### config.mk
export PLATFORM = sky130hd
export DESIGN_NAME = uart_transmitter
export DESIGN_NICKNAME = d
export VERILOG_FILES = /design/src/rtl/uart_pkg.sv /design/src/rtl/uart_tx_fifo.sv /design/src/rtl/uart_transmitter.sv
export SDC_FILE = /design/constraint.sdc
export NUM_CORES = 1
export LEC_CHECK = 0
export ABC_AREA = 1
export ABC_CLOCK_PERIOD_IN_PS = 2500
export CORE_MARGIN = 2
export CORE_UTILIZATION = 50
export CTS_CLUSTER_DIAMETER = 150
export DETAILED_ROUTE_END_ITERATION = 6
export PLACE_DENSITY = 0.71
export SYNTH_ARGS = -nofsm -noshare
export SYNTH_HDL_FRONTEND = slang
export SYNTH_SLANG_ARGS = --single-unit
### constraint.sdc
create_clock -name clk -period 2.5 [get_ports clk]
set_input_delay 0.75 -clock clk [delete_from_list [all_inputs] [get_ports clk]]
set_output_delay 0.75 -clock clk [all_outputs]
set_load 0.02 [all_outputs]
### src/rtl/uart_pkg.sv
// Frame constants, parity helper and FSM state encoding shared by the UART
// transmitter and receiver.
package uart_pkg;

  localparam int FRAME_BITS = 11;
  localparam int DATA_BITS  = 8;

  localparam logic START_LEVEL = 1'b0;
  localparam logic STOP_LEVEL  = 1'b1;
  localparam logic IDLE_LEVEL  = 1'b1;

  typedef enum logic [2:0] {
    IDLE,
    START,
    DATA,
    PARITY,
    STOP,
    GAP
  } uart_state_e;

  // Even parity: the bit that makes the total count of ones even.
  function automatic logic calc_parity(input logic [DATA_BITS-1:0] d);
    return ^d;
  endfunction

endpackage

### src/rtl/uart_tx_fifo.sv
// Byte FIFO with first-word-fall-through read; full/empty come straight from
// the registered pointers.
module uart_tx_fifo #(
  parameter int DEPTH = 4
) (
  input  logic       clk,
  input  logic       reset,
  input  logic       wr_en,
  input  logic [7:0] wr_data,
  input  logic       rd_en,
  output logic [7:0] rd_data,
  output logic       full,
  output logic       empty
);

  localparam int AW = $clog2(DEPTH);
  localparam logic [AW:0] PTR_ONE = (AW+1)'(1);

  logic [7:0]  r_mem [DEPTH];
  logic [AW:0] r_wptr;
  logic [AW:0] r_rptr;

  // Extra pointer MSB distinguishes full from empty when the indices match.
  assign full    = (r_wptr[AW] != r_rptr[AW]) && (r_wptr[AW-1:0] == r_rptr[AW-1:0]);
  assign empty   = (r_wptr == r_rptr);
  assign rd_data = r_mem[r_rptr[AW-1:0]];

  always_ff @(posedge clk) begin
    if (reset) begin
      r_wptr <= '0;
      r_rptr <= '0;
    end else begin
      if (wr_en && !full)  r_wptr <= r_wptr + PTR_ONE;
      if (rd_en && !empty) r_rptr <= r_rptr + PTR_ONE;
    end
  end

  always_ff @(posedge clk) begin
    if (wr_en && !full) r_mem[r_wptr[AW-1:0]] <= wr_data;
  end

endmodule

### src/rtl/uart_transmitter.sv
// FIFO-fed UART transmitter: start, 8 data bits LSB first, even parity, stop,
// then optional idle-high gap bits. tx is registered one cycle behind state.
module uart_transmitter
  import uart_pkg::*;
#(
  parameter int CLKS_PER_BIT = 1,
  parameter int DEPTH        = 4,
  parameter int GAP_BITS     = 0
) (
  input  logic       clk,
  input  logic       reset,
  input  logic [7:0] data_in,
  input  logic       load,
  output logic       full,
  output logic       overflow,
  output logic       busy,
  output logic       tx
);

  localparam int DIV_W = (CLKS_PER_BIT > 1) ? $clog2(CLKS_PER_BIT) : 1;

  uart_state_e r_state, w_next_state;

  logic [DIV_W-1:0] r_div;
  logic [2:0]       r_bitcnt;
  logic [3:0]       r_gapcnt;
  logic [7:0]       r_shift;
  logic             r_parity;
  logic             r_tx;
  logic             r_busy;
  logic             r_overflow;

  logic       w_full;
  logic       w_empty;
  logic [7:0] w_fifo_data;
  logic       w_wr;
  logic       w_pop;
  logic       w_tick;
  logic       w_line;

  assign w_wr   = load && !w_full;
  assign w_tick = (r_div == DIV_W'(CLKS_PER_BIT - 1));

  uart_tx_fifo #(.DEPTH(DEPTH)) u_fifo (
    .clk     (clk),
    .reset   (reset),
    .wr_en   (w_wr),
    .wr_data (data_in),
    .rd_en   (w_pop),
    .rd_data (w_fifo_data),
    .full    (w_full),
    .empty   (w_empty)
  );

  always_ff @(posedge clk) begin
    if (reset) r_state <= IDLE;
    else       r_state <= w_next_state;
  end

  // The final idle-high bit of a frame (STOP, or GAP when gaps are enabled)
  // pops the next byte itself so consecutive frames need no IDLE cycle.
  always_comb begin
    w_next_state = r_state;
    w_pop        = 1'b0;
    w_line       = IDLE_LEVEL;
    case (r_state)
      IDLE: begin
        if (!w_empty) begin
          w_pop        = 1'b1;
          w_next_state = START;
        end
      end
      START: begin
        w_line = START_LEVEL;
        if (w_tick) w_next_state = DATA;
      end
      DATA: begin
        w_line = r_shift[0];
        if (w_tick && r_bitcnt == 3'd7) w_next_state = PARITY;
      end
      PARITY: begin
        w_line = r_parity;
        if (w_tick) w_next_state = STOP;
      end
      STOP: begin
        w_line = STOP_LEVEL;
        if (w_tick) begin
          if (GAP_BITS > 0) begin
            w_next_state = GAP;
          end else if (!w_empty) begin
            w_pop        = 1'b1;
            w_next_state = START;
          end else begin
            w_next_state = IDLE;
          end
        end
      end
      GAP: begin
        w_line = IDLE_LEVEL;
        if (w_tick && r_gapcnt == 4'(GAP_BITS - 1)) begin
          if (!w_empty) begin
            w_pop        = 1'b1;
            w_next_state = START;
          end else begin
            w_next_state = IDLE;
          end
        end
      end
      default: w_next_state = IDLE;
    endcase
  end

  always_ff @(posedge clk) begin
    if (reset) begin
      r_div      <= '0;
      r_bitcnt   <= '0;
      r_gapcnt   <= '0;
      r_shift    <= '0;
      r_parity   <= 1'b0;
      r_tx       <= IDLE_LEVEL;
      r_busy     <= 1'b0;
      r_overflow <= 1'b0;
    end else begin
      r_tx       <= w_line;
      r_overflow <= load && w_full;
      r_busy     <= (r_state != IDLE) || !w_empty || w_wr;
      if (w_pop) begin
        r_shift  <= w_fifo_data;
        r_parity <= calc_parity(w_fifo_data);
        r_div    <= '0;
        r_bitcnt <= '0;
        r_gapcnt <= '0;
      end else if (r_state != IDLE) begin
        r_div <= w_tick ? '0 : r_div + DIV_W'(1);
        if (w_tick && r_state == DATA) begin
          r_shift  <= r_shift >> 1;
          r_bitcnt <= r_bitcnt + 3'd1;
        end
        if (w_tick && r_state == GAP) r_gapcnt <= r_gapcnt + 4'd1;
      end
    end
  end

  assign tx       = r_tx;
  assign busy     = r_busy;
  assign full     = w_full;
  assign overflow = r_overflow;

endmodule

# After elaboration in Yosys (flattened, before gate mapping)
# Memory sizes are Yosys's and may differ from the RTL's. A register that Yosys moved wholly into a read port is not among the register bits.
# Cells that the tools add are included.
[totals]
register_bits = 29
latch_bits = 0
mem_bits_rw = 32
romBits = 0
inputBits = 11
output_inout_bits = 4
word_cells = 78
mem_count = 1
[classes]
addsub = 5
multipliers = 0
n_div = 0
n_lt_le_gt_ge = 0
eq_ne = 16
n_shift = 0
n_mux = 21
bitwise_logic = 1
n_reduce_logical = 23
[memory_table]
columns = ["memory", "words", "word_bits", "rd", "rd_ports_with_merged_regs", "wr", "line_no", "rtl"]
rows = [
  ["u_fifo.r_mem", 4, 8, 1, 1, 1, "uart_tx_fifo.sv:19", "logic [7:0] r_mem [DEPTH];"],
]
[ops]
columns = ["operator", "n"]
rows = [
  ["2-to-1 mux 8 bit", 3],
  ["2-to-1 mux 3 bit", 6],
  ["one-hot mux 3 bit (6 select lines)", 1],
  ["inequality test 2 bit (second input constant)", 6],
  ["adder 3 x 1 -> 3 bit (second input constant)", 3],
  ["equality test 3 bit (second input constant)", 3],
  ["logical AND 1 bit", 9],
  ["XOR reduction 8 bit", 1],
  ["2-to-1 mux 1 bit", 7],
  ["equality test 3 x 2 -> 1 bit (second input constant)", 2],
  ["one-hot mux 1 bit (3 select lines)", 2],
  ["AND reduction 2 bit", 3],
  ["AND reduction 6 bit", 1],
  ["adder 4 x 1 -> 4 bit (second input constant)", 1],
  ["equality test 4 bit (second input constant)", 1],
  ["2-to-1 mux 2 bit", 2],
  ["nonzero test 2 bit", 2],
  ["equality test 3 x 1 -> 1 bit (second input constant)", 1],
  ["equality test 3 bit", 1],
  ["logical NOT 3 bit", 1],
  ["nonzero test 3 bit", 1],
  ["equality test 2 bit", 1],
  ["logical NOT 1 bit", 2],
  ["logical OR 1 bit", 2],
  ["other kinds (4)", 4],
]

# Depth between registers and ports, before layout
[logic_depth]
depth_word = 7
mapped_depth = 15
mapped_depth_nobuf = 14

# Modules after synthesis
# From an unflattened synthesis, not the netlist that was laid out.
[unflattened]
cells_unflattened = 330
area_unflattened_um2 = 2891.5
[modules_own_cells]
columns = ["mod", "n_inst", "cells_per_inst", "area_per_inst_um2", "seq_area_each_um2"]
rows = [
  ["uart_tx_fifo", 1, 150, 1699.1, 1121.1],
  ["uart_transmitter", 1, 180, 1192.4, 440.4],
]

# Least setup slack after synthesis
# Ideal clock, no wire load.
[synth_timing]
path_kind = "register to output"
start = "register u_fifo.r_wptr[0]"
end = "output full"
t_arrival_ps = 1033
required_time_ps = 1750
setup_slack_ps = 717
stages_incl_launch_ff = 5
path_cell_list = "dfxtp_1 -> xnor2_1 -> nand2_1 -> or2_2 -> inv_1"
[synth_between]
elab_chain_len = 2
[synth_rtl]
columns = ["item", "line_no", "rtl"]
rows = [
  ["from (decl)", "uart_tx_fifo.sv:20", "logic [AW:0] r_wptr;"],
  ["from (signal assigned)", "uart_tx_fifo.sv:33", "if (wr_en && !full) r_wptr <= r_wptr + PTR_ONE;"],
  ["equality test 2 bit", "uart_tx_fifo.sv:24", "assign full = (r_wptr[AW] != r_rptr[AW]) && (r_wptr[AW-1:0] == r_rptr[AW-1:0]);"],
  ["logical AND 1 bit", "uart_tx_fifo.sv:24", ""],
  ["to (decl)", "uart_transmitter.sv:14", "output logic full,"],
]
# No other way between the ends.

# Worst setup path after layout
[layout_timing]
start = "register u_fifo.r_rptr[0]"
end = "output full"
[layout_between]
elab_chain_len = 2
[layout_rtl]
columns = ["item", "line_no", "rtl"]
rows = [
  ["from (decl)", "uart_tx_fifo.sv:21", "logic [AW:0] r_rptr;"],
  ["from (signal assigned)", "uart_tx_fifo.sv:34", "if (rd_en && !empty) r_rptr <= r_rptr + PTR_ONE;"],
  ["equality test 2 bit", "uart_tx_fifo.sv:24", ""],
  ["logical AND 1 bit", "uart_tx_fifo.sv:24", ""],
]
# No other way between the ends.

==> results.cfg <==
[outcome]
status = finished clean

[clock_network]
cts_made_buffers = 9
cts_setup_buffers = 0
htreeDepth = 3
clockBufferDepth = 2
cts_root_buffer = clkbuf_8
clock_latency_ns = 0.33
postCtsHoldBufs = 0
clock-sinks = 62
cts.clk_slew.worst_paths_ns = 0.07
cts_resized = 1
cts_tree = built

[timing]
finalHoldViolCount = 0
worst_pin_slew_ns = 0.522
hold_ws_ns = 0.462
fin_tns_setup_ns = 0
rsz0062_at_grt = false
max_freq_ghz = 0.417
setup_ws_ns = 0.104
fin_crit_sh = 0.958
slew_headroom = 0.652
skew_ns = 0.00764
setup_viol = 0
drv_slew = 0
min_period_ns = 2.40

[global_routing]
grt_max_degree = 22
grt_use_total = 0.188
grt_pass1_vias = 1987
grt_first_pass_wirelength_mm = 8.97
antenna_found_initial = 0
grt_overflow = 0

[placement]
place_inst = 423
dp_hpwl_mm = 3.58
port_buffers = 14
place_ws_ns = 0.170
placed_cell_area_um2 = 3120
routabilityCongestion = 0.738

[logic_synthesis]
synth.avg_cell_area_um2 = 8.61
syn_area_um2 = 2910
ys.flop_type = edfxtp_1
yosysWarningCount = 0
syn_inst = 338
async_flop_share = 0
synth_cell_types = 32
syn_nets = 357
yosysSeqAreaShare = 0.537
ys_ff_latch = 62
synth-edff-count = 32

[drt]
drc_errors = 0
final_antenna_net_count = 0
wl_mm = 5.07
via_count = 2111
wl_per_cell_um = 11.6
viasPerCell = 4.81
first_pass_iters = 4
drt_iter0_drc = 145

[floorplanning]
num_rows = 27
die_area_um2 = 6440
die_h_um = 80.3
start_util = 0.522
die_width_um = 80.3
core_um2 = 5570
ios = 15

[final_layout]
drive_gt1_frac = 0.131
fin_util = 0.596
nFillCells = 496
stdcell_area_um2 = 3320
stdcell_count = 439
finalNetCount = 381
diodes = 0
area_growth_pct = 14.2

[critical_path]
cp_data_required_time_ns = 1.75
critPathBufInv = 2
worstPathCellList = xnor2_2 -> nand2_1 -> or2_2 -> inv_1 -> dlygate4sd2_1
slowest_delay_ns = 0.41
path_max_fanout = 3
cpMaxStageDelayCell = dfxtp_1
crit_type = reg2out
crit_arrival_ns = 1.65
cp_top_family = flip-flops
worstSetupEndpointType = output pin
crit_path_start_kind = flop

[power_and_ir_drop]
p_total_mw = 3.48
power.density_nw_per_um2 = 1050
p_leak_nw = 1.42
ir_drop_uv = 448

[run]
max-cap-violations = 0

[min_path]
min_path_type = reg2reg
-- logic make-up (layout without fill, tap and decap cells) --
family                   count (synthesis)  in the layout  synth area share
adder cells (fa/ha/maj)                  8              8            0.0344
XOR/XNOR                                 6              6            0.0181
buffers and inverters                   42             71            0.0701
flip-flops                              62             62             0.537
AO/OA/AOI/OAI                           31             31            0.0654
AND/OR/NAND/NOR                        189            189             0.275
-- power by group --
part	total (mW)	internal, mW	leakage [nW]	switching [mW]
Combinational	1.29	0.452	0.796	0.841
Clock	0.835	0.456	0.0883	0.379
Sequential	1.35	1.23	0.540	0.122
-- final timing paths --
check                   start         end  slack [ns]  depth (start not counted)
max          u_fifo.r_rptr[0]        full        0.10                          5
min                r_shift[5]  r_shift[5]        0.46                          2
max reg2reg  u_fifo.r_wptr[1]  r_shift[2]        0.68                          8
min reg2reg        r_shift[5]  r_shift[5]        0.46                          2
-- cells in the mapped netlist, types with 4 or more instances --
library cell    n  share of area
a21oi_1        13          0.022
buf_6           5          0.019
dfxtp_1        30           0.21
edfxtp_1       32           0.33
ha_1            8          0.034
inv_1          25          0.032
inv_2           7         0.0090
nand2_1       129           0.17
nand3_1        22          0.038
nor2_1         23          0.030
o21ai_0         4         0.0069
o21ai_1         7          0.012
xnor2_1         4          0.012
-- layout by cell type, fill, tap and decap left out, drive strengths merged, types with 3 or more instances in the layout --
master and count:
ha 8, nor2 25, xnor2 4, clkinvlp 3
dfxtp 30, buf 8, nand3 22, inv 33
clkbuf 10, a21oi 13, nor3 5, edfxtp 32
o21ai 14, nand2 133, clkdlybuf4s50 13
-- final cells by class --
| type | count | area (um^2) | share of cell area |
|---|---|---|---|
| sequential | 62 | 1560 | 0.470 |
| clock inverter | 6 | 62.6 | 0.0188 |
| inverter | 33 | 129 | 0.0388 |
| clock buffer | 10 | 128 | 0.0384 |
| tap | 72 | 90.1 | 0.0271 |
| multi-input combinational | 234 | 1150 | 0.347 |
| timing repair buffer | 22 | 199 | 0.0599 |
-- tightest hold or removal path, cell delays in order, from the launching register on --
cell	delay, ns
dfxtp_1	0.31
nand2_1	0.06
a21oi_1	0.05
-- metal layers --
metal | GRT usage | part of all wire | vias to the layer above
li1 | - | - | 1132
met5 | 0 | 0 | -
met3 | 0.0539 | 0.050 | 11
met1 | 0.243 | 0.45 | 926
met4 | 0.0932 | 0.023 | 0
met2 | 0.288 | 0.47 | 42
-- sequential cells by signal, indices dropped and copies added, names as in the netlist, 3 cells and up, named ones only --
| name | count |
|---|---|
| u_fifo.r_mem | 32 |
| r_shift | 8 |
| r_gapcnt | 4 |
| r_bitcnt | 3 |
| r_state | 3 |
| u_fifo.r_rptr | 3 |
| u_fifo.r_wptr | 3 |
Note: power is estimated with default switching activity, not from simulation.
